File: config.mk
export PLATFORM = sky130hd
export DESIGN_NAME = control_unit_flat
export DESIGN_NICKNAME = d
export VERILOG_FILES = /design/src/rtl/control_unit_pkg.sv /design/src/rtl/control_unit_if.sv /design/src/rtl/control_unit_ir_field_decode.sv /design/src/rtl/control_unit.sv /design/src/flat_wrapper.sv
export SDC_FILE = /design/constraint.sdc
export NUM_CORES = 1
export LEC_CHECK = 0
export ABC_AREA = 0
export ABC_CLOCK_PERIOD_IN_PS = 4800
export BUFFER_PORTS_ARGS = -buffer_cell sky130_fd_sc_hd__buf_2
export CAP_MARGIN = 0
export CORE_MARGIN = 4
export CORE_UTILIZATION = 34
export DETAILED_ROUTE_END_ITERATION = 8
export PLACE_DENSITY = 0.8
export SYNTH_ARGS = -nofsm -noshare
export SYNTH_HDL_FRONTEND = slang
export SYNTH_SLANG_ARGS = --single-unit
File: constraint.sdc
create_clock -name clk -period 4.8 [get_ports clk]
set_input_delay 0.72 -clock clk [delete_from_list [all_inputs] [get_ports clk]]
set_output_delay 0.72 -clock clk [all_outputs]
set_load 0.01 [all_outputs]
File: src/rtl/control_unit_pkg.sv
// Shared definitions for the multi-cycle control unit: widths, IR field
// positions, opcode and ALU codes, and the FSM state encoding.
// Optional feature macro: CU_STEP_EN (adds the STEP_WAIT single-step state).
package control_unit_pkg;

  localparam int REG_SIZE = 32;
  localparam int NUM_GPR  = 16;

  // IR field positions: op[31:27] ra[26:23] rb[22:19] rc[18:15]
  localparam int OP_MSB = 31;
  localparam int OP_LSB = 27;
  localparam int RA_LSB = 23;
  localparam int RB_LSB = 19;
  localparam int RC_LSB = 15;
  localparam int RF_W   = 4;

  localparam logic [4:0] OP_ADD      = 5'd0;
  localparam logic [4:0] OP_LAST_ALU = 5'd11;
  localparam logic [4:0] OP_MUL      = 5'd12;
  localparam logic [4:0] OP_DIV      = 5'd13;
  localparam logic [4:0] OP_HALT     = 5'd31;

  localparam logic [3:0] ALU_ADD = 4'd0;

  typedef enum logic [3:0] {
    S_IDLE    = 4'd0,
    S_F0      = 4'd1,
    S_F1      = 4'd2,   // first memory-wait cycle, PC is loaded here
    S_F1_WAIT = 4'd3,   // further memory-wait cycles until ack
    S_F2      = 4'd4,
    S_DEC     = 4'd5,
    S_E0      = 4'd6,
    S_E1      = 4'd7,
    S_E2      = 4'd8,
    S_E3      = 4'd9,
    S_HALT    = 4'd10,
    S_ILL     = 4'd11
`ifdef CU_STEP_EN
    , S_STEP_WAIT = 4'd12
`endif
  } state_t;

  // Register-register ALU opcodes occupy 0..11
  function automatic logic is_alu_op(input logic [4:0] op);
    return op <= OP_LAST_ALU;
  endfunction

endpackage

File: src/rtl/control_unit_if.sv
// Control/handshake bundle between the control unit (master) and the bus
// datapath plus memory interface (slave).
interface control_unit_if;
  import control_unit_pkg::*;

  logic [REG_SIZE-1:0] ir_data;
  logic                mem_ack;
  logic                mem_req;
  logic                read;
  logic [NUM_GPR-1:0]  gpr_in;
  logic [NUM_GPR-1:0]  gpr_out;
  logic hi_in, lo_in, pc_in, ir_in, z_in, y_in, mar_in, mdr_in;
  logic hi_out, lo_out, pc_out, z_high_out, z_low_out, mdr_out;
  logic inport_out, c_out;
  logic [3:0]          alu_op;
  logic                inc_pc;

  modport master (
    input  ir_data, mem_ack,
    output mem_req, read, gpr_in, gpr_out,
    output hi_in, lo_in, pc_in, ir_in, z_in, y_in, mar_in, mdr_in,
    output hi_out, lo_out, pc_out, z_high_out, z_low_out, mdr_out,
    output inport_out, c_out, alu_op, inc_pc
  );

  modport slave (
    output ir_data, mem_ack,
    input  mem_req, read, gpr_in, gpr_out,
    input  hi_in, lo_in, pc_in, ir_in, z_in, y_in, mar_in, mdr_in,
    input  hi_out, lo_out, pc_out, z_high_out, z_low_out, mdr_out,
    input  inport_out, c_out, alu_op, inc_pc
  );

endinterface

File: src/rtl/control_unit_ir_field_decode.sv
// Combinational IR field decoder: opcode class flags, ALU code and one-hot
// register selects for ra/rb/rc.
module ir_field_decode
  import control_unit_pkg::*;
(
  input  logic [REG_SIZE-1:0] ir_data,
  output logic [3:0]          alu_code,
  output logic                alu_class,
  output logic                muldiv,
  output logic                halt_op,
  output logic [NUM_GPR-1:0]  ra_sel,
  output logic [NUM_GPR-1:0]  rb_sel,
  output logic [NUM_GPR-1:0]  rc_sel
);

  logic [4:0]      op;
  logic [RF_W-1:0] ra, rb, rc;
  logic [RC_LSB-1:0] unused_low;

  assign op         = ir_data[OP_MSB:OP_LSB];
  assign ra         = ir_data[RA_LSB+RF_W-1:RA_LSB];
  assign rb         = ir_data[RB_LSB+RF_W-1:RB_LSB];
  assign rc         = ir_data[RC_LSB+RF_W-1:RC_LSB];
  assign unused_low = ir_data[RC_LSB-1:0];

  assign alu_code  = op[3:0];
  assign alu_class = is_alu_op(op);
  assign muldiv    = (op == OP_MUL) || (op == OP_DIV);
  assign halt_op   = (op == OP_HALT);

  // 4->16 one-hot decoders for the three register fields
  generate
    for (genvar gi = 0; gi < NUM_GPR; gi++) begin : g_sel
      assign ra_sel[gi] = (ra == RF_W'(gi));
      assign rb_sel[gi] = (rb == RF_W'(gi));
      assign rc_sel[gi] = (rc == RF_W'(gi));
    end
  endgenerate

endmodule

File: src/rtl/control_unit.sv
// Hardwired multi-cycle control unit: fetch / decode / execute sequencing of
// register-register ALU, MUL and DIV instructions on a single 32-bit bus.
// Optional feature macro: CU_STEP_EN (single-step via edge-detected step).
module control_unit
  import control_unit_pkg::*;
(
  input  logic           clk,
  input  logic           reset_n,
  input  logic           run,
  input  logic           step,
  control_unit_if.master bus,
  output logic           halted,
  output logic           illegal
);

  state_t state_reg, state_next;
  state_t start_state, after_instr;
  logic   illegal_reg;

  logic [3:0]         alu_code;
  logic               alu_class, muldiv, halt_op;
  logic [NUM_GPR-1:0] ra_sel, rb_sel, rc_sel;

  ir_field_decode u_decode (
    .ir_data   (bus.ir_data),
    .alu_code  (alu_code),
    .alu_class (alu_class),
    .muldiv    (muldiv),
    .halt_op   (halt_op),
    .ra_sel    (ra_sel),
    .rb_sel    (rb_sel),
    .rc_sel    (rc_sel)
  );

`ifdef CU_STEP_EN
  logic step_prev_reg;
  logic step_rise;

  // Remember last step level so a held step advances only once
  always_ff @(posedge clk) begin
    if (!reset_n) step_prev_reg <= 1'b0;
    else          step_prev_reg <= step;
  end

  assign step_rise   = step & ~step_prev_reg;
  assign start_state = S_STEP_WAIT;
  assign after_instr = run ? S_STEP_WAIT : S_IDLE;
`else
  logic unused_step;
  assign unused_step = step;
  assign start_state = S_F0;
  assign after_instr = run ? S_F0 : S_IDLE;
`endif

  // State register
  always_ff @(posedge clk) begin
    if (!reset_n) state_reg <= S_IDLE;
    else          state_reg <= state_next;
  end

  // Sticky illegal-opcode flag, set while passing through ILL
  always_ff @(posedge clk) begin
    if (!reset_n)                illegal_reg <= 1'b0;
    else if (state_reg == S_ILL) illegal_reg <= 1'b1;
  end

  // Next-state logic
  always_comb begin
    state_next = state_reg;
    case (state_reg)
      S_IDLE:    if (run) state_next = start_state;
      S_F0:      state_next = S_F1;
      S_F1,
      S_F1_WAIT: state_next = bus.mem_ack ? S_F2 : S_F1_WAIT;
      S_F2:      state_next = S_DEC;
      S_DEC: begin
        if (alu_class || muldiv) state_next = S_E0;
        else if (halt_op)        state_next = S_HALT;
        else                     state_next = S_ILL;
      end
      S_E0:      state_next = S_E1;
      S_E1:      state_next = S_E2;
      S_E2:      state_next = alu_class ? after_instr : S_E3;
      S_E3:      state_next = after_instr;
      S_HALT:    state_next = S_HALT;
      S_ILL:     state_next = S_HALT;
`ifdef CU_STEP_EN
      S_STEP_WAIT: begin
        if (!run)           state_next = S_IDLE;
        else if (step_rise) state_next = S_F0;
      end
`endif
      default:   state_next = S_IDLE;
    endcase
  end

  // Control outputs decoded from the state (mdr_in also qualified by ack)
  always_comb begin
    bus.mem_req    = 1'b0;
    bus.read       = 1'b0;
    bus.gpr_in     = '0;
    bus.gpr_out    = '0;
    bus.hi_in      = 1'b0;
    bus.lo_in      = 1'b0;
    bus.pc_in      = 1'b0;
    bus.ir_in      = 1'b0;
    bus.z_in       = 1'b0;
    bus.y_in       = 1'b0;
    bus.mar_in     = 1'b0;
    bus.mdr_in     = 1'b0;
    bus.hi_out     = 1'b0;
    bus.lo_out     = 1'b0;
    bus.pc_out     = 1'b0;
    bus.z_high_out = 1'b0;
    bus.z_low_out  = 1'b0;
    bus.mdr_out    = 1'b0;
    bus.alu_op     = ALU_ADD;
    bus.inc_pc     = 1'b0;
    case (state_reg)
      S_F0: begin
        bus.pc_out = 1'b1;
        bus.mar_in = 1'b1;
        bus.inc_pc = 1'b1;
        bus.z_in   = 1'b1;
        bus.alu_op = ALU_ADD;
      end
      S_F1, S_F1_WAIT: begin
        bus.mem_req   = 1'b1;
        bus.read      = 1'b1;
        bus.z_low_out = 1'b1;
        bus.pc_in     = (state_reg == S_F1);
        bus.mdr_in    = bus.mem_ack;
      end
      S_F2: begin
        bus.mdr_out = 1'b1;
        bus.ir_in   = 1'b1;
      end
      S_E0: begin
        bus.gpr_out = rb_sel;
        bus.y_in    = 1'b1;
      end
      S_E1: begin
        bus.gpr_out = rc_sel;
        bus.alu_op  = alu_code;
        bus.z_in    = 1'b1;
      end
      S_E2: begin
        bus.z_low_out = 1'b1;
        if (alu_class) bus.gpr_in = ra_sel;
        else           bus.lo_in  = 1'b1;
      end
      S_E3: begin
        bus.z_high_out = 1'b1;
        bus.hi_in      = 1'b1;
      end
      default: ;
    endcase
  end

  assign bus.inport_out = 1'b0;
  assign bus.c_out      = 1'b0;

`ifdef CU_STEP_EN
  assign halted = (state_reg == S_IDLE) || (state_reg == S_HALT) ||
                  (state_reg == S_STEP_WAIT);
`else
  assign halted = (state_reg == S_IDLE) || (state_reg == S_HALT);
`endif
  assign illegal = illegal_reg;

endmodule

File: src/flat_wrapper.sv
// flat-port wrapper written by rule: the top's interface ports become plain ports
module control_unit_flat import control_unit_pkg::*;
  (clk, reset_n, run, step, halted, illegal, bus_ir_data, bus_mem_ack, bus_mem_req, bus_read, bus_gpr_in, bus_gpr_out, bus_hi_in, bus_lo_in, bus_pc_in, bus_ir_in, bus_z_in, bus_y_in, bus_mar_in, bus_mdr_in, bus_hi_out, bus_lo_out, bus_pc_out, bus_z_high_out, bus_z_low_out, bus_mdr_out, bus_inport_out, bus_c_out, bus_alu_op, bus_inc_pc);
  control_unit_if bus_i ();
  input  logic clk;
  input  logic reset_n;
  input  logic run;
  input  logic step;
  output logic halted;
  output logic illegal;
  input wire logic [$bits(bus_i.ir_data)-1:0] bus_ir_data;
  input wire logic [$bits(bus_i.mem_ack)-1:0] bus_mem_ack;
  output wire logic [$bits(bus_i.mem_req)-1:0] bus_mem_req;
  output wire logic [$bits(bus_i.read)-1:0] bus_read;
  output wire logic [$bits(bus_i.gpr_in)-1:0] bus_gpr_in;
  output wire logic [$bits(bus_i.gpr_out)-1:0] bus_gpr_out;
  output wire logic [$bits(bus_i.hi_in)-1:0] bus_hi_in;
  output wire logic [$bits(bus_i.lo_in)-1:0] bus_lo_in;
  output wire logic [$bits(bus_i.pc_in)-1:0] bus_pc_in;
  output wire logic [$bits(bus_i.ir_in)-1:0] bus_ir_in;
  output wire logic [$bits(bus_i.z_in)-1:0] bus_z_in;
  output wire logic [$bits(bus_i.y_in)-1:0] bus_y_in;
  output wire logic [$bits(bus_i.mar_in)-1:0] bus_mar_in;
  output wire logic [$bits(bus_i.mdr_in)-1:0] bus_mdr_in;
  output wire logic [$bits(bus_i.hi_out)-1:0] bus_hi_out;
  output wire logic [$bits(bus_i.lo_out)-1:0] bus_lo_out;
  output wire logic [$bits(bus_i.pc_out)-1:0] bus_pc_out;
  output wire logic [$bits(bus_i.z_high_out)-1:0] bus_z_high_out;
  output wire logic [$bits(bus_i.z_low_out)-1:0] bus_z_low_out;
  output wire logic [$bits(bus_i.mdr_out)-1:0] bus_mdr_out;
  output wire logic [$bits(bus_i.inport_out)-1:0] bus_inport_out;
  output wire logic [$bits(bus_i.c_out)-1:0] bus_c_out;
  output wire logic [$bits(bus_i.alu_op)-1:0] bus_alu_op;
  output wire logic [$bits(bus_i.inc_pc)-1:0] bus_inc_pc;
  assign bus_i.ir_data = bus_ir_data;
  assign bus_i.mem_ack = bus_mem_ack;
  assign bus_mem_req = bus_i.mem_req;
  assign bus_read = bus_i.read;
  assign bus_gpr_in = bus_i.gpr_in;
  assign bus_gpr_out = bus_i.gpr_out;
  assign bus_hi_in = bus_i.hi_in;
  assign bus_lo_in = bus_i.lo_in;
  assign bus_pc_in = bus_i.pc_in;
  assign bus_ir_in = bus_i.ir_in;
  assign bus_z_in = bus_i.z_in;
  assign bus_y_in = bus_i.y_in;
  assign bus_mar_in = bus_i.mar_in;
  assign bus_mdr_in = bus_i.mdr_in;
  assign bus_hi_out = bus_i.hi_out;
  assign bus_lo_out = bus_i.lo_out;
  assign bus_pc_out = bus_i.pc_out;
  assign bus_z_high_out = bus_i.z_high_out;
  assign bus_z_low_out = bus_i.z_low_out;
  assign bus_mdr_out = bus_i.mdr_out;
  assign bus_inport_out = bus_i.inport_out;
  assign bus_c_out = bus_i.c_out;
  assign bus_alu_op = bus_i.alu_op;
  assign bus_inc_pc = bus_i.inc_pc;
  control_unit u_core (.clk(clk), .reset_n(reset_n), .run(run), .step(step), .bus(bus_i), .halted(halted), .illegal(illegal));
endmodule
* Word level (Yosys, flattened, before mapping)
Index checks and enable logic that the tools add are counted.
** Word-level totals
- Flip-flop bits (word level) :: 5
- Bits of input ports :: 37
- Output and inout port bits :: 57
- Logic and storage cells :: 96
** Cells by class
- Magnitude comparators :: 1
- Equal/unequal tests :: 60
- Mux-type cells :: 22
- Reduce and logical (&&, ||, !) cells :: 11
** Operators by type and width (number)
- 4-bit == test (second input constant) :: 28
- 4-bit by 3-bit == test with 1-bit output (second input constant) :: 16
- 4-bit one-hot mux with 10 select lines :: 1
- 4-bit by 2-bit == test with 1-bit output (second input constant) :: 8
- 16-bit 2-to-1 mux :: 2
- 16-bit one-hot mux with 2 select lines :: 1
- 4-bit by 1-bit == test with 1-bit output (second input constant) :: 4
- 4-bit zero test :: 4
- 4-bit 2-to-1 mux :: 4
- 1-bit 2-to-1 mux :: 13
- 5-bit by 4-bit == test with 1-bit output (second input constant) :: 2
- 2-bit OR reduction :: 3
- 5-bit == test (second input constant) :: 1
- 5-bit by 4-bit <= comparator with 1-bit output (second input constant) :: 1
- 1-bit logical OR :: 3
- 3-bit 2-to-1 mux :: 1
- 3-bit OR reduction :: 1
- 2-bit inequality test (second input constant) :: 1

* Logic depth before layout (Yosys ltp)
Gate-level depths: netlist of run 1.
- Depth after elaboration :: 5
- Gate-level depth with buffers :: 6
- Mapped depth without buffers :: 4

* By module
A second synthesis of run 1 with hierarchy kept.
** Unflattened totals
- Cell total of the unflattened synthesis :: 186
- Area total of the unflattened synthesis :: 1237.4 um^2
** Modules (own cells, without submodules)
- control_unit :: instances 1, cells each 111, area an instance 809.5 um^2
- ir_field_decode :: instances 1, cells each 75, area an instance 427.9 um^2

* Least setup slack after synthesis of run 1
OpenSTA, ideal clock, no wires.
- Kind :: in2out
- From :: input bus_ir_data[30]
- To :: output bus_gpr_in[0]
- Data arrival time :: 1.749 ns
- Required time :: 4.080 ns
- Setup slack :: 2.331 ns
- Stages on the path :: 3
- Path buffers :: 0
- Path through :: a21oi_1 > or3b_2 > nor2_1
** Between the ends
- Word-level cells in the longest chain between the ends :: 3
** Ends and longest elaborated chain
- start: declaration :: RTL line flat_wrapper.sv:11 : input wire logic [$bits(bus_i.ir_data)-1:0] bus_ir_data;
- 5-bit by 4-bit <= comparator with 1-bit output :: RTL line control_unit_pkg.sv:45 : return op <= OP_LAST_ALU;
- 16-bit 2-to-1 mux :: RTL line control_unit.sv:149 : if (alu_class) bus.gpr_in = ra_sel;
- 16-bit 2-to-1 mux :: RTL line control_unit.sv:119 : case (state_reg)
- end: declaration :: RTL line flat_wrapper.sv:15 : output wire logic [$bits(bus_i.gpr_in)-1:0] bus_gpr_in;
No other way between the ends.

* Final worst setup path of run 1
- From :: register u_core.state_reg[1]
- To :: output bus_gpr_out[4]
** Between the ends
- Word-level cells in the longest chain between the ends :: 2
** Ends and longest elaborated chain
- start: declaration :: RTL line control_unit.sv:16 : state_t state_reg, state_next;
- start signal: assignment :: RTL line control_unit.sv:58 : else state_reg <= state_next;
- 4-bit by 3-bit == test with 1-bit output :: RTL line control_unit.sv:119
- 16-bit one-hot mux with 2 select lines * :: RTL line control_unit.sv:119
- end: declaration :: RTL line flat_wrapper.sv:16 : output wire logic [$bits(bus_i.gpr_out)-1:0] bus_gpr_out;
Every way passes the cells marked *; elsewhere a longest branch is shown, timed or not.

==> results of run 1 <==
==> cells by family (layout without fill, tap and decap cells) <==
group	count (synthesis)	in the layout	share of synthesized area, %
other cells	1	4	0.4350
buf+inv	20	81	13.06
compound gates	23	23	18.14
flops	5	5	11.61
simple gates	100	100	56.75
==> final cells by class <==
cell class | count | area share, %
Clock buffer | 4 | 2.185
Multi-Input combinational cell | 127 | 54.94
Tap cell | 28 | 2.914
Sequential cell | 5 | 8.325
Inverter | 4 | 1.249
Timing Repair Buffer | 73 | 30.39
==> Yosys cell counts (all sizes together), types with 3 or more instances <==
library cell	number
nor2	48
buf	13
nand2	9
and3	7
nand3	7
nor3	7
a21oi	6
dfxtp	5
inv	4
nand3b	4
a31oi	3
clkbuf	3
nand2b	3
nor4	3
or2	3
==> power by group through the flow <==
stage	registers, mW	clock network, mW	logic [mW]
4_1_cts	0.0583	0.0510	0.0751
3_5_place_dp	0.0589	0	0.0749
6_report	0.0583	0.0480	0.0750
2_1_floorplan	0.0472	0	0.0644
5_1_grt	0.0598	0.0545	0.0849
3_3_place_gp	0.0590	0	0.0742
==> routing by layer <==
metal	global-route usage (%)	wire length, um	up-vias
li1	-	-	635
met1	21.21	1113	548
met2	24.56	1367	45
met3	2.632	242	0
met4	3.974	0	0
met5	0	0	-
==> worst paths after layout <==
check | start | cells past startpoint | end | slack, ns
max | u_core.state_reg[1] | 5 | bus_gpr_out[4] | 1.84
min | u_core.illegal | 1 | u_core.illegal | 0.47
max reg2reg | u_core.state_reg[0] | 3 | u_core.state_reg[3] | 3.14
min reg2reg | u_core.illegal | 1 | u_core.illegal | 0.47
==> metrics by stage <==
stage | setup slack [ns] | instances | utilization, % | instance area (sq um) | total power [mW]
global route | 1.684 | 241 | 51.86 | 1202 | 0.1992
floorplan | 2.331 | 152 | - | 873.3 | 0.1116
global placement | 2.048 | 237 | 50.73 | 1176 | 0.1332
detailed placement | 2.019 | 237 | 50.73 | 1176 | 0.1339
finish | 1.843 | 241 | 51.86 | 1202 | 0.1813
CTS | 1.826 | 241 | 51.86 | 1202 | 0.1844
==> flow_metrics.tcl, run 1 <==
set metrics [dict create \
    crit_path_cell_trace "nor2b_1 -> nand2_1 -> or2_2 -> nor2_1 -> buf_2" \
    vdd_drop_max_v 0.0001337 \
    syn_to_final_growth_pct 39.48 \
    drc 0 \
    cp.required_ns 4.08 \
    antenna_found_initial 0 \
    largest_reg_flops 4 \
    num_antenna_cells 0 \
    p_sw_share_pct 40.90 \
    die-area_sq_um 3405 \
    period_share_pct 61.61 \
    synth_edf_count 0 \
    netSwitchingPower_mw 0.07417 \
    finalSetupViolations 0 \
    num_rows 17 \
    drive_gt1_share_pct 38.50 \
    crit_type "register to output port" \
    synth.top_cell.area_share_pct 20.90 \
    status "completed" \
    root_buffer "clkbuf_4" \
    grt_max_degree 32 \
    cts_resized 0 \
    critPathSlowestCell "dfxtp_1" \
    p_int_mw 0.1072 \
    clk_pin_slew_ns 0.04 \
    ant_nets 0 \
    cts_tree "yes" \
    period_minus_slack_ns 2.957 \
    hold_viol_final 0 \
    cts_buffer_depth 2 \
    p_clk_share_pct 26.5 \
    worstSkewPairLatency_ns 0.24 \
    critical_path.endpoint_type "output port" \
    power_frac_comb_pct 41.4 \
    vias 1228 \
    nFillCells 256 \
    register_area_sq_um 100.1 \
    layout_commonest_cell "buf_2" \
    fin_tns_setup_ns 0 \
    synth_top_area_cell "nor2_1" \
    port_buffers 73 \
    seqPwrFrac_pct 32.2 \
    powerDensity_nw_per_um2 150.8 \
    netlist_top_cells_area "nor2_1 21%, dfxtp_1 12%, buf_4 7.8%, and3_1 5.1%, nand3_1 4.1%" \
    arrival_ns 2.24 \
    rsz0062_at_grt "false" \
    vias_per_cell 5.095 \
    synthArstFlopShare_pct 0 \
    yosysWarnings 0 \
    wl_um 2723 \
    grt_pass1_wl_um 4395 \
    p_leak_nw 0.6599 \
    gp_congestion 0.8430 \
    wire_per_inst_um 11.30 \
    grt_pass1_vias 1039 \
    maxSlewHeadroom_pct 40.59 \
    cts_sinks 5 \
    yosysSeqAreaShare_pct 11.61 \
    start_util_pct 37.18 \
    dr.pass1.iters 4 \
    post_cts.repair.setup_buffers 0 \
    slew_violations 0 \
    multiInputGateArea_sq_um 660.6 \
    fp.dieW_um 58.36 \
    netlist_instances 149 \
    finClkSkew_ns 0.002865 \
    core_area_sq_um 2318 \
    final_cell_mix "73 x buf_2, 48 x nor2_1, 9 x nand2_1" \
    syn_avg_cell_area_sq_um 5.786 \
    cpPeakStageDelay_ns 0.61 \
    hold_path.class "register to register" \
    cts_buffers 3 \
    synth_cell_types 37 \
    synth.cell_area_sq_um 862.1 \
    ys_ff_latch 5 \
    worstPathMaxFanout 16 \
    fin_nets 251 \
    crit_buf_inv 1 \
    cts_hold_buf 0 \
    cts_max_level 1 \
    dominantRegCellSynth "dfxtp_1" \
    cap_violations 0 \
    grt.total_usage_pct 15.36 \
    cpLargestDelayFamily "simple AND/OR/NAND/NOR gates" \
    die_height_um 58.36 \
    worst_pin_slew_ns 0.8899 \
    fin_hold_ws_ns 0.4670 \
    ios 94 \
    dp_hpwl_um 2246 \
    fmax_ghz 0.3382 \
    grt_overflow_total 0 \
    startpoint_type "register" \
    drt_iter0_markers 53 \
]
(Power assumes the default switching activity.)
==> run 2, diff against run 1 <==
--- a/config.mk
+++ b/config.mk
@@ -6,7 +6,7 @@
 export NUM_CORES = 1
 export LEC_CHECK = 0
 export ABC_AREA = 0
-export ABC_CLOCK_PERIOD_IN_PS = 4800
+export ABC_CLOCK_PERIOD_IN_PS = 2930
 export BUFFER_PORTS_ARGS = -buffer_cell sky130_fd_sc_hd__buf_2
 export CAP_MARGIN = 0
 export CORE_MARGIN = 4
==> constraint.sdc (replaced) <==
create_clock -name clk -period 2.93 [get_ports clk]
set_input_delay 0.4395 -clock clk [delete_from_list [all_inputs] [get_ports clk]]
set_output_delay 0.4395 -clock clk [all_outputs]
set_load 0.01 [all_outputs]
==> flow_metrics.tcl, run 2 (same netlist as run 1, synthesis figures left out) <==
set metrics [dict create \
    p_leak_nw 0.6753 \
    num_antenna_cells 0 \
    dr.pass1.iters 4 \
    wl_um 2670 \
    drt_iter0_markers 40 \
    final_cell_mix "73 x buf_2, 48 x nor2_1, 9 x nand2_1" \
    busiest_layer "met2" \
    syn_to_final_growth_pct 42.09 \
    grtUsageMet1_pct 20.34 \
    fin_nets 254 \
    drc 0 \
    p_sw_share_pct 40.33 \
    grt.total_usage_pct 15.19 \
    power_frac_comb_pct 45.4 \
    period_minus_slack_ns 2.407 \
    cp.required_ns 2.49 \
    rsz0062_at_grt "false" \
    arrival_ns 1.97 \
    cts_sinks 5 \
    cpPeakStageDelay_ns 0.60 \
    utilization_pct 52.83 \
    die_height_um 58.36 \
    start_util_pct 37.18 \
    netSwitchingPower_mw 0.1221 \
    grt_pass1_vias 1039 \
    period_share_pct 82.15 \
    wire_per_inst_um 10.94 \
    cts_resized 0 \
    stdcell_count 244 \
    hold_viol_final 0 \
    worstPathMaxFanout 16 \
    worstSkewPairLatency_ns 0.24 \
    num_rows 17 \
    cts_buffers 3 \
    antenna_found_initial 0 \
    cts_hold_buf 0 \
    fin_area_sq_um 1225 \
    layout_commonest_cell "buf_2" \
    grt_max_degree 19 \
    drive_gt1_share_pct 39.35 \
    vias 1202 \
    largest_reg_flops 4 \
    fmax_ghz 0.4155 \
    p_total_mw 0.3027 \
    status "completed" \
    gp_congestion 0.8586 \
    grt_overflow_total 0 \
    cts_max_level 1 \
    vdd_drop_max_v 0.0002429 \
    vias_per_cell 4.926 \
    critical_path.endpoint_type "output port" \
    powerDensity_nw_per_um2 247.1 \
    clk_pin_slew_ns 0.04 \
    met2_usage_pct 24.56 \
    grt_pass1_wl_um 4271 \
    ios 94 \
    core_area_sq_um 2318 \
    crit_type "register to output port" \
    finClkSkew_ns 0.001171 \
    crit_path_cell_trace "or4b_4 -> or3_4 -> nor2_1 -> buf_2" \
    use_met3_pct 3.289 \
    cts_tree "yes" \
    dp_hpwl_um 2234 \
    finalSetupViolations 0 \
    fin_tns_setup_ns 0 \
    startpoint_type "register" \
    placedCellCount 240 \
    seqPwrFrac_pct 29.0 \
    cts_buffer_depth 2 \
    slew_violations 0 \
    root_buffer "clkbuf_4" \
    ant_nets 0 \
    p_int_mw 0.1806 \
    port_buffers 73 \
    critPathSlowestCell "dfxtp_1" \
    die-area_sq_um 3405 \
    cap_violations 0 \
    p_clk_share_pct 25.7 \
    fp.dieW_um 58.36 \
    dpl-instance-area_sq_um 1199 \
    post_cts.repair.setup_buffers 0 \
    hold_path.class "input port to register" \
]
==> run 2: final timing paths <==
| check | depth (start not counted) | slack, ns | start | end |
|---|---|---|---|---|
| worst min-delay path | 2 | 0.42 | reset_n | u_core.illegal |
| worst max register to register | 3 | 1.45 | u_core.state_reg[2] | u_core.state_reg[3] |
| worst min register to register | 1 | 0.46 | u_core.illegal | u_core.illegal |
| worst max-delay path | 4 | 0.52 | u_core.state_reg[3] | bus_gpr_in[1] |
==> run 2: per-layer routing <==
layer / wire (um) / vias up
li1: - / 645
met4: 0 / 0
met1: 1125 / 512
met5: 0 / -
met3: 267 / 0
met2: 1278 / 45
==> run 2: per-stage QoR <==
step                setup WS, ns  hold WS (ns)
global placement          0.7926        0.4462
finish                    0.5231        0.4227
detailed placement        0.7700        0.4549
floorplan                  1.022        0.5091
CTS                       0.5031        0.4121
global route              0.3779        0.4175
==> run 2: cell type report <==
cell class	count	area (sq um)
multi-input combinational	127	660.6
clock buffer	4	26.28
tap	28	35.03
sequential	5	100.1
inverter	4	15.01
fill	268	1094
timing repair buffer	76	387.9
==> run 2: power by group through the flow <==
stage	sequential, mW	clock [mW]	combinational (mW)
finish	0.0877	0.0776	0.137
floorplan	0.0773	0	0.105
CTS	0.0875	0.0829	0.138
global route	0.0897	0.0903	0.154
detailed placement	0.0888	0	0.137
global placement	0.0882	0	0.135
==> run 2: worst max-delay path, delay by kind of cell (launching register included) <==
family	cells	cell delay, ns
flops	1	0.60
buf+inv	1	0.13
simple gates	3	1.00
